[config.mk]
export PLATFORM = sky130hd
export DESIGN_NAME = matmul_loader
export DESIGN_NICKNAME = d
export VERILOG_FILES = /design/src/rtl/matmul_loader.sv
export SDC_FILE = /design/constraint.sdc
export NUM_CORES = 1
export LEC_CHECK = 0
export CORE_ASPECT_RATIO = 1.25
export CORE_MARGIN = 2
export CORE_UTILIZATION = 35
export CTS_CLUSTER_SIZE = 14
export DETAILED_ROUTE_END_ITERATION = 16
export GPL_TIMING_DRIVEN = 1
export PLACE_DENSITY_LB_ADDON = 0.05
export SLEW_MARGIN = 20
export SYNTH_ARGS = -nofsm -noshare
export SYNTH_HDL_FRONTEND = slang
export SYNTH_SLANG_ARGS = --single-unit
[constraint.sdc]
create_clock -name clock -period 2.55 [get_ports clock]
set_input_delay 0.51 -clock clock [delete_from_list [all_inputs] [get_ports clock]]
set_output_delay 0.51 -clock clock [all_outputs]
set_load 0.005 [all_outputs]
[src/rtl/matmul_loader.sv]
// matmul_loader: streams an X then a Y matrix into BRAMs, starts the engine, waits for done.
module matmul_loader #(
  parameter int DATA_WIDTH  = 32,
  parameter int ADDR_WIDTH  = 12,
  parameter int VECTOR_SIZE = 64
) (
  input  logic                  clock,
  input  logic                  reset,
  input  logic [DATA_WIDTH-1:0] in_din,
  input  logic                  in_valid,
  output logic                  in_ready,
  output logic [DATA_WIDTH-1:0] x_din,
  output logic [ADDR_WIDTH-1:0] x_addr,
  output logic                  x_wr_en,
  output logic [DATA_WIDTH-1:0] y_din,
  output logic [ADDR_WIDTH-1:0] y_addr,
  output logic                  y_wr_en,
  output logic                  mm_start,
  input  logic                  mm_done,
  output logic                  busy,
  output logic [15:0]           pair_count
);
  localparam logic [1:0] LOAD_X = 2'd0, LOAD_Y = 2'd1, START = 2'd2, WAIT = 2'd3;
  localparam logic [ADDR_WIDTH-1:0] LAST = ADDR_WIDTH'(VECTOR_SIZE * VECTOR_SIZE - 1);
  logic [1:0] state_q, state_d;
  logic [ADDR_WIDTH-1:0] cnt_q, cnt_d, x_addr_q, y_addr_q;
  logic [DATA_WIDTH-1:0] x_din_q, y_din_q;
  logic x_wr_q, y_wr_q, done_q;
  logic [15:0] pair_q;
  logic acc, last, rise, acc_x, acc_y;
  assign in_ready = state_q == LOAD_X || state_q == LOAD_Y;
  assign busy = !in_ready;
  assign mm_start = state_q == START;
  assign acc = in_valid && in_ready;
  assign acc_x = acc && state_q == LOAD_X;
  assign acc_y = acc && state_q == LOAD_Y;
  assign last = cnt_q == LAST;
  // only a fresh rising edge of done ends WAIT; a level left high from the last run does not
  assign rise = mm_done && !done_q;
  always_comb begin
    cnt_d = acc ? (last ? '0 : cnt_q + 1'b1) : cnt_q;
    state_d = state_q == LOAD_X ? (acc && last ? LOAD_Y : LOAD_X) :
              state_q == LOAD_Y ? (acc && last ? START : LOAD_Y) :
              state_q == START  ? WAIT : (rise ? LOAD_X : WAIT);
  end
  always_ff @(posedge clock) begin
    if (reset) begin
      state_q  <= LOAD_X;
      cnt_q    <= '0;
      done_q   <= 1'b0;
      pair_q   <= '0;
      x_wr_q   <= 1'b0;
      y_wr_q   <= 1'b0;
      x_addr_q <= '0;
      y_addr_q <= '0;
      x_din_q  <= '0;
      y_din_q  <= '0;
    end else begin
      state_q <= state_d;
      cnt_q   <= cnt_d;
      done_q  <= mm_done;
      x_wr_q  <= acc_x;
      y_wr_q  <= acc_y;
      if (acc_x) begin
        x_addr_q <= cnt_q;
        x_din_q  <= in_din;
      end
      if (acc_y) begin
        y_addr_q <= cnt_q;
        y_din_q  <= in_din;
      end
      if (state_q == WAIT && rise) pair_q <= pair_q + 16'd1;
    end
  end
  assign x_wr_en = x_wr_q;
  assign y_wr_en = y_wr_q;
  assign x_addr = x_addr_q;
  assign y_addr = y_addr_q;
  assign x_din = x_din_q;
  assign y_din = y_din_q;
  assign pair_count = pair_q;
endmodule

# Word level (Yosys, flattened, before mapping)
# Index checks and enable logic that the tools add are counted.
# word_totals
register_bits,121
inputBits,36
output_inout_bits,109
# op_classes
reduce_logical,10
addsub,2
n_eq_ne,4
muxes,7
# op_table
op,count
"16-bit by 1-bit adder with 16-bit output, second input constant",1
"12-bit by 1-bit adder with 12-bit output, second input constant",1
"12-bit == test, second input constant",1
12-bit 2-to-1 mux,1
2-bit 2-to-1 mux,5
1-bit logical AND,6
"2-bit == test, second input constant",2
"2-bit by 1-bit == test with 1-bit output, second input constant",1
1-bit logical NOT,2
2-bit logical NOT,1
1-bit logical OR,1
1-bit 2-to-1 mux,1

# Depth between registers and ports, before layout
# Gate-level depths: netlist of the first run.
# logic_depth
ltp_word,7
depth_mapped,7
depth_no_buf,5

# Worst setup path after synthesis of the first run
# Ideal clock, no wire load.
# synth_path
path_kind,input port to flip-flop
from,input mm_done
to,"register pair_q[15], in the netlist pair_count[15]"
stages,4
setup_time_ns,0.121
slack_ns,0.693
t_required_ns,2.429
arrival_time_ns,1.737
n_path_buf,0
path_cell_list,nand4b_4 nor4_1 nor3b_1 mux2_2
# synth_via
elab_chain_len,2
# synth_rtl
item,line_no,rtl
start: declaration,19,"input logic mm_done,"
1-bit logical AND,39,assign rise = mm_done && !done_q;
1-bit logical AND,72,if (state_q == WAIT && rise) pair_q <= pair_q + 16'd1;
end signal: assignment,72,
end: declaration,29,logic [15:0] pair_q;
# No other way between the ends.
# A chain may end at the register's enable or synchronous reset.

# Worst setup path in the final report of the first run
# layout_path
from,register state_q[1]
to,output mm_start
# layout_via
elab_chain_len,1
# layout_rtl
item,line_no,rtl
start: declaration,25,"logic [1:0] state_q, state_d;"
start signal: assignment,59,state_q <= state_d;
2-bit == test,33,assign mm_start = state_q == START;
end: declaration,18,"output logic mm_start,"
# No other way between the ends.

==> results.toml, run 1 <==
[synth]
avgSynthCellArea_um2 = 8.00
syn_inst = 564
ys_top_cells_by_area = "dfxtp_1 54%, nand2_1 16%, a21oi_1 11%, clkbuf_1 3.2%, xnor2_1 2.9%"
syn_nets = 602
yosys_warnings = 0
synth_top_area_cell = "dfxtp_1"
ys_seq_elements = 121
synth_top_area_frac = 0.537
synthesis.area_mm2 = 0.00451
synth_cell_type_count = 33
seq_area_frac_synth = 0.537

[timing]
slew_headroom = 0.701
min_period_ns = 2.25
fmax_mhz = 445
finalHoldViolCount = 0
clock_skew_ns = 0.00703
finalCritPeriodShare = 0.881
slew_viol_final = 0
worstMarginPinSlew_ns = 0.448
setup_viol = 0
rsz0062_at_grt = "no"
fin_tns_setup_ns = 0

[worst_setup_path]
worst_path_max_delay_cell = "dfxtp_1"
cp_cell_sequence = "inv_1 > nor2_1 > clkdlybuf4s50_1"
crit_path_start_kind = "register"
cp_slowest_stage_delay_ns = 0.56
arrival_ns = 1.74
crit_type = "register to output pin"
critical_path_required_ns = 2.04
reg2reg_from = "state_q[1]"
critPathMaxFanout = 10
cp-end-kind = "output pin"
critPathLaunch = "state_q[1]"

[clock_network]
root_buffer = "clkbuf_16"
htree_levels = 4
clkLatencyLatePin_ns = 0.40
cts.repair.resized = 0
cts_tree = "yes"
cts_setup_buffers = 0
cts.sinks = 121
clk_pin_slew_ns = 0.05
clockBufferDepth = 2
cts_buffers = 17
hold_buffers = 0

[floorplanning]
start_util = 0.356
rows = 46
die_area_mm2 = 0.0138
io_pins = 145
die_y_um = 131
core_mm2 = 0.0127
die_x_um = 106

[placement]
gp_congestion = 0.793
dp_hpwl_um = 8220
io_buffer_count = 144

[hold_path]
hp-class = "register to register"
hp-start = "x_din[14]"

[global_routing]
grt_antenna_before_repair = 0
grt_pass1_wl_um = 20300
gr-total-overflow = 0
grt_pass1_vias = 4188
grt_max_degree = 60
grt.total_usage = 0.186

[pwr]
total_power_mw = 4.67
leakage_nw = 2.35
peakVddDrop_uv = 418
power_density_mw_per_mm2 = 690

[finish]
fin_nets = 735
final_cell_mix = "190 x nand2_1, 143 x clkdlybuf4s50_1, 121 x dfxtp_1"
fill_cells = 1200
drive_above_1_share = 0.0719
area_growth_pct = 50.1
diodes = 0
layout_commonest_cell = "nand2_1"

[detailed_routing]
wl_per_cell_um = 14.1
drc = 0
drt-total-wl_um = 12400
drt_iter0_markers = 115
drtAntennaViolNets = 0
vias_per_cell = 4.80
vias = 4208
dr.pass1.iters = 4

[flow_run]
cap_violations = 0

[outcome]
status = "completed"
critical path, delay by kind of cell (launching register included):
kind,cells,cell delay [ns]
and+or+nand+nor,1,0.12
buffers and inverters,2,0.65
DFF,1,0.56
per-layer routing:
metal,vias up,global-route usage,part of all wire
li1,2117,-,-
met1,1969,0.210,0.41
met2,106,0.311,0.50
met3,16,0.0804,0.075
met4,0,0.0743,0.017
met5,-,0,0
sequential cells by signal (all words and copies together), names as in the netlist:
| signal | flops |
|---|---|
| cnt_q | 12 |
| state_q | 2 |
| y_din | 32 |
| pair_count | 16 |
| done_q | 1 |
| x_din | 32 |
| x_addr | 12 |
| y_wr_en | 1 |
| x_wr_en | 1 |
| y_addr | 12 |
power breakdown:
group	switching [mW]	internal (mW)
Clock	0.830	1.65
Sequential	0.0200	1.93
Combinational	0.113	0.130
Total	0.964	3.71
through the flow:
stage	hold WS (ns)	area [um^2]	worst slack, ns	std cells	utilization
floorplan	0.453	4510	0.693	564	-
detailed placement	0.445	6150	0.159	846	0.486
finish	0.453	6770	0.303	877	0.534
global placement	0.442	6150	0.189	846	0.486
global route	0.470	6770	0.227	877	0.534
CTS	0.453	6770	0.290	877	0.534
cell families (layout without fill, tap and decap cells):
kind of cell	count (synthesis)	in the layout	share of synthesized area
buf+inv	48	193	0.0427
mux	3	3	0.00749
fa+ha+maj	2	2	0.00555
flops	121	121	0.537
simple gates	269	269	0.257
xor+xnor	18	18	0.0350
compound gates	103	103	0.115
final cells by class:
class	instances	area, um^2	area share
Clock buffer	19	443	0.0655
Tap cell	168	210	0.0311
Inverter	7	26.3	0.00388
Clock inverter	12	175	0.0259
Sequential cell	121	2420	0.358
Multi-Input combinational cell	395	1910	0.282
Timing Repair Buffer	155	1580	0.234
Yosys cell counts, drive strengths merged:
master  instances
a21oi          96
a22oi           1
inv             7
nor2b           5
or4             2
nor3            7
nand2         190
dfxtp         121
or3             5
and4b           1
and3            1
nor2           27
o21ai           5
clkbuf         38
nand4b          4
nor4            6
buf             3
a211oi          1
nand2b          2
xor2            3
mux2            3
nor3b           1
nand3b          1
and2            1
xnor2          15
nand3           9
ha              2
or2             1
nand4           6
final timing paths:
kind	endpoint	slack, ns	depth (start not counted)
worst min-delay path	x_din[14]	0.45	2
worst max-delay path	mm_start	0.30	3
worst max register to register	pair_count[12]	0.67	4
worst min register to register	x_din[14]	0.45	2
Note: power is estimated with default switching activity, not from simulation.
==> run 2, diff against run 1 <==
Settings changed: ABC_CLOCK_PERIOD_IN_PS from default to 2550, CTS_BUF_LIST from default to sky130_fd_sc_hd__clkbuf_8.
==> run 2 against run 1 <==
Hold slack about the same. Power fell by 14%. Clock skew about the same. Combinational power hardly changed. Non-clock buffer count is the same. Sequential cell count did not move. Register-to-register slack about the same. Die area unchanged. Sequential share of layout area rose by 1.0 points. Clock power is 26% lower. Final area is 2.8% lower. Routed wire length shrank 0.46%.
==> results.toml, run 2 (synthesis gave the netlist of run 1 again) <==
[timing]
fmax_mhz = 441
clock_skew_ns = 0.00740
setup_viol = 0
finalHoldViolCount = 0
fin_tns_setup_ns = 0
finalCritPeriodShare = 0.890
worst_hold_slack_ns = 0.452
worstMarginPinSlew_ns = 0.447
min_period_ns = 2.27
slew_viol_final = 0
rsz0062_at_grt = "no"
slew_headroom = 0.702

[clock_network]
root_buffer = "clkbuf_8"
cts.repair.resized = 0
cts.sinks = 121
cts_setup_buffers = 0
htree_levels = 4
cts_tree = "yes"
cts_buffers = 17
clk_pin_slew_ns = 0.07
clkLatencyLatePin_ns = 0.42
hold_buffers = 0
clockBufferDepth = 2

[placement]
io_buffer_count = 144
dp_cells = 846
gp_congestion = 0.793
dp_hpwl_um = 8220
placed_area_mm2 = 0.00615

[detailed_routing]
wl_met1_um = 5030
wl_met3_um = 968
drt-total-wl_um = 12300
drtAntennaViolNets = 0
wl_per_cell_um = 14.0
dr.pass1.iters = 4
drc = 0
wl_met2_um = 6100
vias_per_cell = 4.77
vias = 4185
topRoutingLayerUsed = "met4"
drt_iter0_markers = 133

[global_routing]
grt_pass1_wl_um = 20300
gr-total-overflow = 0
grt_antenna_before_repair = 0
grt.total_usage = 0.185
grt_pass1_vias = 4168
grt_max_degree = 60

[floorplanning]
rows = 46
start_util = 0.356
die_area_mm2 = 0.0138
core_mm2 = 0.0127
die_x_um = 106
die_y_um = 131
io_pins = 145

[worst_setup_path]
crit_path_start_kind = "register"
reg2reg_from = "state_q[1]"
crit_type = "register to output pin"
cp_slowest_stage_delay_ns = 0.57
critPathMaxFanout = 10
reg2regPathDepth = 4
endpoint = "mm_start"
critPathLaunch = "state_q[1]"
cp.buffers_inverters = 2
critical_path_depth = 3
reg2reg_slack_ns = 0.66
r2r_end = "pair_count[14]"
worst_path_max_delay_cell = "dfxtp_1"
cp-end-kind = "output pin"
cpLargestDelayFamily = "buffers and inverters"
critical_path_required_ns = 2.04
cp_cell_sequence = "inv_1 > nor2_1 > clkdlybuf4s50_1"
arrival_ns = 1.76

[pwr]
leakage_nw = 2.27
power_density_mw_per_mm2 = 610
peakVddDrop_uv = 332

[finish]
fin_cells = 877
final_cell_mix = "190 x nand2_1, 143 x clkdlybuf4s50_1, 121 x dfxtp_1"
layout_commonest_cell = "nand2_1"
final_area_mm2 = 0.00658
drive_above_1_share = 0.0719
diodes = 0
fin_util = 0.519
fin_nets = 735
area_growth_pct = 45.8

[hold_path]
hp-class = "register to register"

[outcome]
status = "completed"

[flow_run]
cap_violations = 0
run 2: changes by cell type in the layout (fill, tap and decap cells not counted), sizes merged:
cell and change:
clkbuf -1, inv +1
run 2: per-stage QoR:
step                      power, mW  setup WS, ns
after global routing           4.19         0.194
after detailed placement       2.23         0.159
after CTS                      4.08         0.264
after global placement         2.23         0.189
after floorplan                2.07         0.693
final                          4.01         0.280
run 2: layout make-up:
type                            count  area, um^2
Clock inverter                     13         179
Fill cell                        1225        6090
Tap cell                          168         210
Clock buffer                       18         248
Inverter                            7        26.3
Multi-Input combinational cell    395        1910
Timing Repair Buffer              155        1580
Sequential cell                   121        2420
run 2: worst min-delay path by stage:
stage | slack (ns) | start | depth (start not counted) | end
2_1_floorplan | 0.45 | x_addr[0] | 2 | x_addr[0]
3_3_place_gp | 0.44 | y_din[12] | 2 | y_din[12]
3_5_place_dp | 0.45 | x_din[14] | 2 | x_din[14]
4_1_cts | 0.46 | x_din[14] | 2 | x_din[14]
5_1_grt | 0.47 | y_din[9] | 2 | y_din[9]
6_report | 0.45 | x_din[14] | 2 | x_din[14]
run 2: per-layer routing:
layer,vias up,GRT usage
met1,1956,0.209
met5,-,0
met2,108,0.310
li1,2110,-
met4,0,0.0689
met3,11,0.0804
run 2: worst reg2reg max path, stage by stage, from the launching register on:
cell,delay (ns)
dfxtp_1,0.57
nand4b_4,0.18
or4_4,0.59
or3_1,0.35
a21oi_1,0.14
run 2: power breakdown:
part | switching (mW) | internal, mW
Clock | 0.748 | 1.08
Sequential | 0.0201 | 1.92
Combinational | 0.113 | 0.129
